==> src/rtl/eth_deframer.sv <==
// Ethernet receive deframer: strips preamble/SFD, header and FCS from a byte AXIS stream,
// checks the CRC-32, optionally filters on destination MAC, and reports per-frame status.
module eth_deframer #(
    parameter int unsigned PREAMBLE_MIN = 7,
    parameter bit          DST_FILTER   = 1'b0
) (
    input  logic        clk_i,
    input  logic        sresetn_i,
    input  logic [47:0] local_mac_i,
    output logic        in_axis_tready_o,
    input  logic        in_axis_tvalid_i,
    input  logic        in_axis_tlast_i,
    input  logic [7:0]  in_axis_tdata_i,
    input  logic        out_axis_tready_i,
    output logic        out_axis_tvalid_o,
    output logic        out_axis_tlast_o,
    output logic        out_axis_tuser_o,
    output logic [7:0]  out_axis_tdata_o,
    output logic [47:0] dst_mac_o,
    output logic [47:0] src_mac_o,
    output logic [15:0] ethertype_o,
    output logic        hdr_valid_o,
    output logic        stat_valid_o,
    output logic [2:0]  stat_err_o
);

    localparam logic [2:0] ErrOk   = 3'd0;
    localparam logic [2:0] ErrPre  = 3'd1;
    localparam logic [2:0] ErrRunt = 3'd2;
    localparam logic [2:0] ErrFcs  = 3'd3;
    localparam logic [2:0] ErrDst  = 3'd4;

    typedef enum logic [1:0] {StPre, StHdr, StPay, StDrop} state_e;

    state_e          state_q, state_d;
    logic            run_q;
    logic [7:0]      pre_cnt_q, pre_cnt_d;
    logic [31:0]     crc_q, crc_d;
    logic [3:0]      hdr_cnt_q, hdr_cnt_d;
    logic [111:0]    hdr_q, hdr_d;
    logic            hdr_valid_q, hdr_valid_d;
    logic [2:0]      err_q, err_d;
    logic [3:0][7:0] dl_q, dl_d;
    logic [2:0]      dl_cnt_q, dl_cnt_d;
    logic            ov_q, ov_d;
    logic [7:0]      od_q, od_d;
    logic            ol_q, ol_d;
    logic            ou_q, ou_d;
    logic            stv_q, stv_d;
    logic [2:0]      ste_q, ste_d;

    logic        xfer;
    logic        out_fire;
    logic        last_pend;
    logic [31:0] crc_next;
    logic        bad_fcs;
    logic        pre_ok;
    logic [47:0] dst_full;
    logic        dst_ok;

    // Reflected CRC-32, one byte, LSB first.
    function automatic logic [31:0] crc_byte(input logic [31:0] c, input logic [7:0] b);
        logic [31:0] r;
        r = c ^ {24'h0, b};
        for (int i = 0; i < 8; i++) begin
            r = r[0] ? ((r >> 1) ^ 32'hEDB8_8320) : (r >> 1);
        end
        return r;
    endfunction

    assign out_fire  = ov_q & out_axis_tready_i;
    assign last_pend = ov_q & ol_q;
    assign crc_next  = crc_byte(crc_q, in_axis_tdata_i);
    assign bad_fcs   = (crc_next != 32'hDEBB_20E3);
    assign pre_ok    = (32'(pre_cnt_q) >= PREAMBLE_MIN);
    assign dst_full  = {hdr_q[39:0], in_axis_tdata_i};
    assign dst_ok    = (dst_full == local_mac_i) || (dst_full == 48'hFFFF_FFFF_FFFF);

    always_comb begin
        in_axis_tready_o = 1'b0;
        unique case (state_q)
            StPre, StDrop: in_axis_tready_o = 1'b1;
            // Hold off the next header until the previous frame's last byte is delivered.
            StHdr:         in_axis_tready_o = !last_pend;
            StPay:         in_axis_tready_o = !ov_q || out_axis_tready_i;
            default:       in_axis_tready_o = 1'b0;
        endcase
        in_axis_tready_o = in_axis_tready_o & run_q;
    end

    assign xfer = in_axis_tvalid_i & in_axis_tready_o;

    always_comb begin
        state_d     = state_q;
        pre_cnt_d   = pre_cnt_q;
        crc_d       = crc_q;
        hdr_cnt_d   = hdr_cnt_q;
        hdr_d       = hdr_q;
        hdr_valid_d = hdr_valid_q;
        err_d       = err_q;
        dl_d        = dl_q;
        dl_cnt_d    = dl_cnt_q;
        ov_d        = ov_q;
        od_d        = od_q;
        ol_d        = ol_q;
        ou_d        = ou_q;
        stv_d       = 1'b0;
        ste_d       = ste_q;

        if (out_fire) begin
            ov_d = 1'b0;
            if (ol_q) hdr_valid_d = 1'b0;
        end

        unique case (state_q)
            StPre: begin
                if (xfer) begin
                    if (in_axis_tlast_i) begin
                        stv_d     = 1'b1;
                        ste_d     = ErrPre;
                        pre_cnt_d = '0;
                    end else if (in_axis_tdata_i == 8'h55) begin
                        if (!pre_ok) pre_cnt_d = pre_cnt_q + 8'd1;
                    end else if (in_axis_tdata_i == 8'hD5 && pre_ok) begin
                        state_d   = StHdr;
                        crc_d     = 32'hFFFF_FFFF;
                        hdr_cnt_d = '0;
                        pre_cnt_d = '0;
                    end else begin
                        state_d   = StDrop;
                        err_d     = ErrPre;
                        pre_cnt_d = '0;
                        if (!last_pend) hdr_valid_d = 1'b0;
                    end
                end
            end
            StHdr: begin
                if (xfer) begin
                    crc_d     = crc_next;
                    hdr_d     = {hdr_q[103:0], in_axis_tdata_i};
                    hdr_cnt_d = hdr_cnt_q + 4'd1;
                    if (in_axis_tlast_i) begin
                        stv_d   = 1'b1;
                        ste_d   = ErrRunt;
                        state_d = StPre;
                    end else if (DST_FILTER && hdr_cnt_q == 4'd5 && !dst_ok) begin
                        state_d     = StDrop;
                        err_d       = ErrDst;
                        hdr_valid_d = 1'b0;
                    end else if (hdr_cnt_q == 4'd13) begin
                        hdr_valid_d = 1'b1;
                        state_d     = StPay;
                        dl_cnt_d    = '0;
                    end
                end
            end
            StPay: begin
                if (xfer) begin
                    crc_d = crc_next;
                    if (dl_cnt_q == 3'd4) begin
                        ov_d = 1'b1;
                        od_d = dl_q[0];
                        ol_d = in_axis_tlast_i;
                        ou_d = in_axis_tlast_i & bad_fcs;
                        dl_d = {in_axis_tdata_i, dl_q[3:1]};
                    end else begin
                        dl_d[dl_cnt_q[1:0]] = in_axis_tdata_i;
                        dl_cnt_d            = dl_cnt_q + 3'd1;
                    end
                    if (in_axis_tlast_i) begin
                        stv_d    = 1'b1;
                        state_d  = StPre;
                        dl_cnt_d = '0;
                        if (dl_cnt_q < 3'd3)  ste_d = ErrRunt;
                        else if (bad_fcs)     ste_d = ErrFcs;
                        else                  ste_d = ErrOk;
                        // With no payload emitted there is no out tlast to wait for.
                        if (dl_cnt_q != 3'd4) hdr_valid_d = 1'b0;
                    end
                end
            end
            StDrop: begin
                if (xfer && in_axis_tlast_i) begin
                    stv_d   = 1'b1;
                    ste_d   = err_q;
                    state_d = StPre;
                end
            end
            default: state_d = StPre;
        endcase
    end

    always_ff @(posedge clk_i or negedge sresetn_i) begin
        if (!sresetn_i) begin
            state_q     <= StPre;
            run_q       <= 1'b0;
            pre_cnt_q   <= '0;
            crc_q       <= '0;
            hdr_cnt_q   <= '0;
            hdr_q       <= '0;
            hdr_valid_q <= 1'b0;
            err_q       <= '0;
            dl_q        <= '0;
            dl_cnt_q    <= '0;
            ov_q        <= 1'b0;
            od_q        <= '0;
            ol_q        <= 1'b0;
            ou_q        <= 1'b0;
            stv_q       <= 1'b0;
            ste_q       <= '0;
        end else begin
            state_q     <= state_d;
            run_q       <= 1'b1;
            pre_cnt_q   <= pre_cnt_d;
            crc_q       <= crc_d;
            hdr_cnt_q   <= hdr_cnt_d;
            hdr_q       <= hdr_d;
            hdr_valid_q <= hdr_valid_d;
            err_q       <= err_d;
            dl_q        <= dl_d;
            dl_cnt_q    <= dl_cnt_d;
            ov_q        <= ov_d;
            od_q        <= od_d;
            ol_q        <= ol_d;
            ou_q        <= ou_d;
            stv_q       <= stv_d;
            ste_q       <= ste_d;
        end
    end

    assign out_axis_tvalid_o = ov_q;
    assign out_axis_tdata_o  = od_q;
    assign out_axis_tlast_o  = ol_q;
    assign out_axis_tuser_o  = ou_q;
    assign dst_mac_o         = hdr_q[111:64];
    assign src_mac_o         = hdr_q[63:16];
    assign ethertype_o       = hdr_q[15:0];
    assign hdr_valid_o       = hdr_valid_q;
    assign stat_valid_o      = stv_q;
    assign stat_err_o        = ste_q;

endmodule

==> config.mk <==
export PLATFORM = sky130hd
export DESIGN_NAME = eth_deframer
export DESIGN_NICKNAME = d
export VERILOG_FILES = /design/src/rtl/eth_deframer.sv
export SDC_FILE = /design/constraint.sdc
export NUM_CORES = 1
export LEC_CHECK = 0
export ABC_AREA = 1
export CORE_ASPECT_RATIO = 1.2
export CORE_MARGIN = 2
export CORE_UTILIZATION = 57
export CTS_CLUSTER_SIZE = 28
export DETAILED_ROUTE_END_ITERATION = 7
export PLACE_DENSITY = 0.86
export SYNTH_ARGS = -nofsm -noshare
export SYNTH_HDL_FRONTEND = slang
export SYNTH_SLANG_ARGS = --single-unit
==> constraint.sdc <==
create_clock -name clk_i -period 3.4 [get_ports clk_i]
set_input_delay 0.68 -clock clk_i [delete_from_list [all_inputs] [get_ports clk_i]]
set_output_delay 0.68 -clock clk_i [all_outputs]
set_load 0.1 [all_outputs]
==> impl_metrics.csv <==
group,metric,value,unit
yosys,async_reset_ff_share,100,%
cts,numCtsBuffers,22,
sta,fmax,0.358,GHz
yosys,synthCells,1067,
yosys,avgSynthCellArea,9.45,um^2
sta,finalSetupTns,0,ns
yosys,ys.flop_type,"dfrtp_1",
drt,ant_nets,0,
sta,finalHoldViolCount,0,
global_routing,grt_pass1_vias,7739,
power_and_ir_drop,swShare,49.6,%
cts,hold_buffers,0,
critical_path,critical_path_class,"primary input to flop",
drt,via_per_inst,5.55,
yosys,synth_common_cells,"nand2_1, dfrtp_1, mux2_2",
global_routing,antenna_found_initial,0,
finish,final_nets,1293,
sta,rsz0062_at_grt,"false",
cts,cts_tree,"built",
sta,final_max_slew_viol_count,0,
die,start_util,57.8,%
drt,drt-total-wl,24700,um
drt,dr.pass1.iters,5,
global_routing,grt_pass1_wl,39700,um
die,dieArea,0.0188,mm^2
sta,finalSetupViolCount,0,
critical_path,path_max_fanout,7,
yosys,synth_nets,1142,
finish,area_growth,22.3,%
cts,cts_resized,0,
cts,clockRootBuffer,"clkbuf_16",
cts,cts_max_path_buffers,3,
yosys,synth_cell_types,41,
global_routing,grt_max_degree,82,
sta,worstMarginPinSlew,1.00,ns
yosys,yosys_warnings,0,
cts,cts.htree.levels,1,
die,die_h,150,um
power_and_ir_drop,powerDensity,1010,mW/mm^2
power_and_ir_drop,power,12400,uW
drt,wl_per_cell,17.0,um
yosys,ys_ff_latch,210,
worst_hold_path,hp-class,"primary input to async pin",
drt,drt_iter0_drc,680,
yosys,synth_top_area_share,52.1,%
critical_path,cp.required,3.79,ns
place,portBuffers,140,
yosys,synth-seq-area-share,52.1,%
power_and_ir_drop,seq_power_share,29.9,%
cts,insertion_delay,0.50,ns
run_status,status,"finished, final reports clean",
job,cap_violations,0,
sta,slew_headroom,33.0,%
power_and_ir_drop,p_sw,6170,uW
drt,vias,8065,
die,die_w,125,um
global_routing,overflow,0,
finish,final.fill_count,1265,
cts,clk_pin_slew,0.06,ns
finish,n_antenna_cell,0,
power_and_ir_drop,p_int,6270,uW
yosys,yosysTopAreaCell,"dfrtp_1",
yosys,synth_area_leaders,"dfrtp_1, mux2_2, nand2_1, nand3_1, nor2_1",
yosys,yosys.cell_count.top_type,"nand2_1",
critical_path,critPathArrivalTime,3.18,ns
cts,cts.sinks,210,
power_and_ir_drop,combinationalPowerShare,51.2,%
critical_path,crit_path_start_kind,"primary input",
drt,drc,0,
sta,clock_skew,0.00781,ns
cts,cts_setup_buffers,0,
power_and_ir_drop,peakVddDrop,0.470,mV
die,fp-row-count,53,
global_routing,grt_usage,26.1,%
die,io_pins,190,
place,place.gp.congestion,0.908,
yosys,syn_area,0.0101,mm^2
critical_path,cp-end-kind,"flop",
die,coreArea,0.0174,mm^2
yosys,synth-edff-count,0,
sta,post-route-period-util,82.2,%
power_and_ir_drop,leakagePower,0.00625,uW
finish,regArea,0.00526,mm^2
finish,drive_gt1_share,24.3,%
sta,min_period,2.80,ns
power_and_ir_drop,pwr-share-clk,18.9,%
finish,multi_input_area,0.00432,mm^2
place,place.detailed.hpwl,17500,um
[critical path, cell delays in order]
cell and delay, ns:
clkdlybuf4s50_1 0.67, inv_2 0.13, nand2_1 0.08, nand2_1 0.19, nand2_1 0.20, nand2_2 0.14
xnor2_1 0.23, nand3_1 0.10, nand2_1 0.13, nand3_1 0.09, nor2_1 0.16, buf_4 0.15
nand2_1 0.07, nand3_1 0.08, a21oi_1 0.06
[kinds of logic after synthesis]
family / share of synthesized area, %
XOR/XNOR: 1.04
AND/OR/NAND/NOR: 20.8
adder cells (fa/ha/maj): 1.74
multiplexers: 12.6
AO/OA/AOI/OAI: 6.47
flip-flops: 52.1
other: 0.0744
buffers and inverters: 5.12
[routing by layer]
metal	vias to the layer above	routed length, um	global-route usage (%)
li1	3819	-	-
met1	3882	9840	33.0
met2	287	12200	44.2
met3	77	1480	4.40
met4	0	1140	11.7
met5	-	0	0
[state kept, by name, summed over array words and instances, names as in the netlist]
register	flops
hdr_valid_o	1
err_q	1
out_axis_tdata_o	8
stat_valid_o	1
dl_q	32
crc_q	32
run_q	1
out_axis_tlast_o	1
pre_cnt_q	8
hdr_q	112
stat_err_o	2
out_axis_tuser_o	1
state_q	2
dl_cnt_q	3
hdr_cnt_q	4
out_axis_tvalid_o	1
[worst paths after layout]
| path | slack (ns) | cells after the start | to | start |
|---|---|---|---|---|
| hold reg to reg | 0.49 | 2 | dl_q[30]$_DFFE_PN0P_ | dl_q[30]$_DFFE_PN0P_ |
| setup / recovery | 0.60 | 15 | stat_err_o[0]$_DFFE_PN0P_ | in_axis_tdata_i[3] |
| setup reg to reg | 0.62 | 9 | hdr_q[69]$_DFFE_PN0P_ | state_q[0]$_DFFE_PN0P_ |
| hold / removal | 0.13 | 1 | hdr_q[106]$_DFFE_PN0P_ | sresetn_i |
| max in group asynchronous | 2.45 | 2 | dl_q[6]$_DFFE_PN0P_ | sresetn_i |
| min in group clk_i | 0.49 | 2 | dl_q[30]$_DFFE_PN0P_ | dl_q[30]$_DFFE_PN0P_ |
[through the flow]
step                instances  hold slack (ns)  cell area (um^2)  setup slack, ns  util (%)
detailed placement       1414            0.469             11600            0.160      66.6
floorplan                1067            0.384             10100             1.00         -
CTS                      1454            0.149             12300            0.654      70.7
global route             1454            0.163             12300            0.397      70.7
global placement         1414            0.467             11600            0.168      66.6
finish                   1454            0.130             12300            0.605      70.7
[cell usage in the layout (no fill, tap or decap), types with 24 or more instances in the layout]
master,count
a21oi_1,26
nand2_2,24
nand2_1,306
nand3_1,64
buf_4,92
dfrtp_1,210
a31oi_1,25
clkdlybuf4s50_1,63
nor2_1,73
mux2_2,113
inv_1,66
[power groups by stage]
stage          combinational [uW]  sequential [uW]  clock [uW]
6_report                     6370             3720        2350
5_1_grt                      6800             3820        2490
4_1_cts                      6350             3720        2380
3_5_place_dp                 6310             3750           0
3_3_place_gp                 6200             3700           0
2_1_floorplan                2630             5900           0
[area by class of cell]
cell class / count / share of cell area (%)
tap: 220 / 2.23
timing repair buffer: 162 / 11.8
inverter: 82 / 2.50
sequential: 210 / 42.6
clock buffer: 30 / 5.03
clock inverter: 10 / 0.801
multi-input combinational: 740 / 35.0
Note: power is estimated with default switching activity, not from simulation.
==> RTL change 1 (config.mk and constraints unchanged) <==
Make the reset (`sresetn_i`) synchronous in one clocked block.
--- a/src/rtl/eth_deframer.sv
+++ b/src/rtl/eth_deframer.sv
@@ -190,7 +190,7 @@
         endcase
     end
 
-    always_ff @(posedge clk_i or negedge sresetn_i) begin
+    always_ff @(posedge clk_i) begin
         if (!sresetn_i) begin
             state_q     <= StPre;
             run_q       <= 1'b0;
Check against the original RTL: differs if sresetn_i is asserted again (counterexample within 4 cycles, from zero or initial values and one cycle with sresetn_i low); with sresetn_i held inactive, the same outputs for 10 cycles.
==> RTL change 1 against the original RTL <==
- sequential share of layout area shrank 6.1 points
- count of clock-buffer cells in the layout shrank 5
- clock skew increased by 0.013 ns
- cell count rose by 15%
- non-clock buffer count is 8 higher
- synthesized area down 7.5%
- cell area fell by 6.7%
- sequential cell count stayed put
- wire length up 6.1%
- worst setup slack got worse by 0.10 ns
Power is not compared: it rests on default switching activity, and its combinational part moved more than twofold at a synthesized area within 25%.
==> RTL change 1: results (changes against the original RTL) <==
<table>
<tr><th>Metric</th><th>Value</th></tr>
<tr><th colspan="2">Timing</th></tr>
<tr><td>Share of the clock period used by the worst path after layout</td><td>85.3% (+3.1 points)</td></tr>
<tr><th colspan="2">GRT</th></tr>
<tr><td>Pin count of the biggest net entering global routing</td><td>93 (+13%)</td></tr>
<tr><td>Number of global-route vias before repair</td><td>8,265 (+6.8%)</td></tr>
<tr><td>Total global routing track utilization</td><td>28.7% (+2.6 points)</td></tr>
<tr><td>Wire length of the first global-routing pass</td><td>40,400 um (+1.9%)</td></tr>
<tr><th colspan="2">Yosys</th></tr>
<tr><td>Asr flop ratio synth</td><td>0% (-100 points)</td></tr>
<tr><td>Nets in the synthesized netlist</td><td>1,388 (+22%)</td></tr>
<tr><td>Sequential cell area fraction in the yosys report</td><td>45.1% (-7.0 points)</td></tr>
<tr><td>Synth top cells by count</td><td>459 x sky130_fd_sc_hd__nand2_1, 210 x sky130_fd_sc_hd__dfxtp_1, 168 x sky130_fd_sc_hd__a21oi_1</td></tr>
<tr><td>Dominant cells by area after synthesis</td><td>sky130_fd_sc_hd__dfxtp_1 45%, sky130_fd_sc_hd__nand2_1 18%, sky130_fd_sc_hd__a21oi_1 9.0%, sky130_fd_sc_hd__o21ai_0 6.4%, sky130_fd_sc_hd__inv_1 2.8%</td></tr>
<tr><td>Number of unique standard cell types used by synthesis</td><td>44 (+7.3%)</td></tr>
<tr><td>Share of synthesized area spent on multiplexers</td><td>0% (-13 points)</td></tr>
<tr><td>Post-Synth Adder-Cell Area</td><td>1.88% (+0.14 points)</td></tr>
<tr><td>Commonest register cell after synthesis</td><td>sky130_fd_sc_hd__dfxtp_1</td></tr>
<tr><th colspan="2">Routing</th></tr>
<tr><td>DR iter-0 viols</td><td>764 (+12%)</td></tr>
<tr><td>Routed WL per cell</td><td>15.7 um (-7.5%)</td></tr>
<tr><td>Total via count after detailed routing</td><td>9,157 (+14%)</td></tr>
<tr><th colspan="2">Hold path</th></tr>
<tr><td>Hold crit path type</td><td>flop to flop</td></tr>
<tr><th colspan="2">Placed design</th></tr>
<tr><td>Placement-stage worst setup slack</td><td>0.0772 ns (-0.0832 ns)</td></tr>
<tr><th colspan="2">Final layout</th></tr>
<tr><td>Area occupied by multi-input gates</td><td>4510 um^2 (+4.3%)</td></tr>
<tr><td>Post-layout net count</td><td>1,515 (+17%)</td></tr>
<tr><td>Share of cells above drive strength 1</td><td>13.1% (-11 points)</td></tr>
<tr><th colspan="2">Critical path</th></tr>
<tr><td>Largest fanout on the critical path</td><td>6 (-1)</td></tr>
<tr><td>Start point of the critical path</td><td>in_axis_tdata_i[0]</td></tr>
<tr><td>End of the critical path</td><td>stat_err_o[0]</td></tr>
<tr><td>R2r worst-path depth</td><td>12 (+3)</td></tr>
<tr><th colspan="2">Run status</th></tr>
<tr><td>Result of the run</td><td>finished, final reports clean</td></tr>
<tr><th colspan="2">Clocking</th></tr>
<tr><td>Number of buffers added by the clock tree synthesis step</td><td>21 (-4.5%)</td></tr>
</table>
RTL change 1: cell count changes after synthesis, moves of 9 or more:
cell,unedited run,this run
sky130_fd_sc_hd__o21ai_0,19,119
sky130_fd_sc_hd__buf_2,13,22
sky130_fd_sc_hd__nand3_1,64,43
sky130_fd_sc_hd__a21oi_1,26,168
sky130_fd_sc_hd__dfrtp_1,210,0
sky130_fd_sc_hd__nor2_1,73,56
sky130_fd_sc_hd__clkbuf_1,8,34
sky130_fd_sc_hd__mux2_2,113,0
sky130_fd_sc_hd__nand2_2,24,13
sky130_fd_sc_hd__nand2_1,306,459
sky130_fd_sc_hd__a221oi_2,0,9
sky130_fd_sc_hd__a22oi_1,16,0
sky130_fd_sc_hd__dfxtp_1,0,210
RTL change 1: routing by layer:
metal / GRT usage [%] / vias up / part of all wire, %
met3: 4.06 / 88 / 5.3
li1: - / 4546 / -
met4: 13.5 / 0 / 4.7
met1: 34.0 / 4218 / 40
met2: 51.1 / 305 / 50
met5: 0 / - / 0
RTL change 1: worst min path at each step:
stage,startpoint,end,slack [ns],depth (start not counted)
CTS,pre_cnt_q[7],pre_cnt_q[7],0.45,2
finish,pre_cnt_q[7],pre_cnt_q[7],0.44,2
global route,pre_cnt_q[6],pre_cnt_q[6],0.47,2
floorplan,pre_cnt_q[7],pre_cnt_q[7],0.42,2
global placement,pre_cnt_q[7],pre_cnt_q[7],0.43,2
detailed placement,pre_cnt_q[7],pre_cnt_q[7],0.44,2
RTL change 1: layout make-up:
class	count	share of cell area (%)
Clock buffer	25	5.05
Clock inverter	13	1.19
Inverter	86	2.86
Multi-Input combinational cell	951	39.2
Sequential cell	210	36.5
Tap cell	212	2.31
Timing Repair Buffer	170	12.9
==> RTL change 2 (same flow settings) <==
Made on the original files. `DST_FILTER`: 1'b0 -> 1'b1.
--- a/src/rtl/eth_deframer.sv
+++ b/src/rtl/eth_deframer.sv
@@ -2,7 +2,7 @@
 // checks the CRC-32, optionally filters on destination MAC, and reports per-frame status.
 module eth_deframer #(
     parameter int unsigned PREAMBLE_MIN = 7,
-    parameter bit          DST_FILTER   = 1'b0
+    parameter bit          DST_FILTER   = 1'b1
 ) (
     input  logic        clk_i,
     input  logic        sresetn_i,
Check against the original RTL: same outputs for any inputs over 4 cycles, from zero or initial values and one cycle with sresetn_i low; that may be too few to reach the edited logic, so the function may still have changed.
==> RTL change 2 against the original RTL <==
- synthesized area rose by 9.7%
- synthesized cell count increased by 12%
- power increased by 24%
- wire length rose by 32%
- sequential cell count increased by 2
- clock skew grew 0.00088 ns
- non-clock buffer count rose by 52
- maximum frequency is 1.7% higher
- largest power group unchanged
- sequential share of layout area decreased by 3.9 points
- critical path type is now flop to output port
- cell area rose by 11%
- worst setup slack better by 0.046 ns
- hold slack gained 0.091 ns
- largest cell class unchanged
==> RTL change 2: results (changes against the original RTL) <==
<table>
<tr><th>Metric</th><th>Value</th></tr>
<tr><th colspan="2">Run status</th></tr>
<tr><td>Result of the run</td><td>finished, final reports clean</td></tr>
<tr><th colspan="2">Critical path</th></tr>
<tr><td>Largest fanout on the critical path</td><td>3 (-4)</td></tr>
<tr><td>End of the critical path</td><td>src_mac_o[44]</td></tr>
<tr><td>Worst setup slack for register-to-register paths</td><td>0.68 ns (+0.06 ns)</td></tr>
<tr><th colspan="2">GRT</th></tr>
<tr><td>Initial antenna violation count</td><td>1 (+1)</td></tr>
<tr><td>GRT met1 Usage</td><td>37.4% (+4.4 points)</td></tr>
<tr><td>Global-route met2 utilization</td><td>58.9% (+15 points)</td></tr>
<tr><th colspan="2">Final layout</th></tr>
<tr><td>Fill cells</td><td>1,329 (+5.1%)</td></tr>
<tr><td>Share of cells above drive strength 1</td><td>25.9% (+1.6 points)</td></tr>
<tr><td>Number of multi-input combinational cells</td><td>845 (+14%)</td></tr>
<tr><td>Synthesis-to-finish area growth</td><td>23.8%</td></tr>
<tr><td>Proportion of cell area spent on the clock network</td><td>5.16% (-0.67 points)</td></tr>
<tr><td>Non-clock buffer share</td><td>13.7% (+1.9 points)</td></tr>
<tr><th colspan="2">Placed design</th></tr>
<tr><td>Placed instance area</td><td>13,000 um^2 (+12%)</td></tr>
<tr><td>Placement-stage worst setup slack</td><td>0.266 ns (+0.106 ns)</td></tr>
<tr><th colspan="2">Pwr</th></tr>
<tr><td>Pint</td><td>0.00707 W (+13%)</td></tr>
<tr><td>Total net switching power</td><td>0.00837 W (+36%)</td></tr>
<tr><td>Clock group share of total power</td><td>15.4% (-3.5 points)</td></tr>
<tr><th colspan="2">Routing</th></tr>
<tr><td>DR iter-0 viols</td><td>588 (-14%)</td></tr>
<tr><td>Total via count after detailed routing</td><td>9,435 (+17%)</td></tr>
<tr><th colspan="2">Timing</th></tr>
<tr><td>Minimum clock period after layout</td><td>2.75 ns (-0.0462 ns)</td></tr>
<tr><th colspan="2">Yosys</th></tr>
<tr><td>Dominant cells by area after synthesis</td><td>sky130_fd_sc_hd__dfrtp_1 48%, sky130_fd_sc_hd__mux2_2 11%, sky130_fd_sc_hd__nand2_1 10%, sky130_fd_sc_hd__nand3_1 3.6%, sky130_fd_sc_hd__inv_1 2.7%</td></tr>
<tr><td>Synth top cells by count</td><td>295 x sky130_fd_sc_hd__nand2_1, 212 x sky130_fd_sc_hd__dfrtp_1, 104 x sky130_fd_sc_hd__mux2_2</td></tr>
<tr><td>Sequential cell area fraction in the yosys report</td><td>47.9% (-4.1 points)</td></tr>
<tr><td>Nets in the synthesized netlist</td><td>1,267 (+11%)</td></tr>
<tr><th colspan="2">Clocking</th></tr>
<tr><td>Number of clock sinks</td><td>212 (+0.95%)</td></tr>
<tr><td>Number of buffers added by the clock tree synthesis step</td><td>21 (-4.5%)</td></tr>
</table>
RTL change 2: cells by family after synthesis:
family | Yosys count
AO/OA/AOI/OAI | 129
XOR/XNOR | 50
adder cells (fa/ha/maj) | 12
buffers and inverters | 137
flip-flops | 212
multiplexers | 104
other | 1
AND/OR/NAND/NOR | 549
RTL change 2: worst reg2reg max path, stage by stage, from the launching register on:
cell and delay, ns:
sky130_fd_sc_hd__dfrtp_1 0.42, sky130_fd_sc_hd__inv_1 0.11, sky130_fd_sc_hd__ha_1 0.38, sky130_fd_sc_hd__nand2_1 0.10, sky130_fd_sc_hd__nand3_1 0.16, sky130_fd_sc_hd__nand3_1 0.18, sky130_fd_sc_hd__nor2_2 0.21, sky130_fd_sc_hd__nand2_1 0.24
sky130_fd_sc_hd__nor2_4 0.42, sky130_fd_sc_hd__mux2_2 0.40
RTL change 2: routing by layer:
metal | part of all wire [%] | up-vias
met1 | 38 | 4574
met3 | 6.4 | 101
li1 | - | 4359
met2 | 51 | 399
met4 | 4.5 | 2
met5 | 0.037 | -
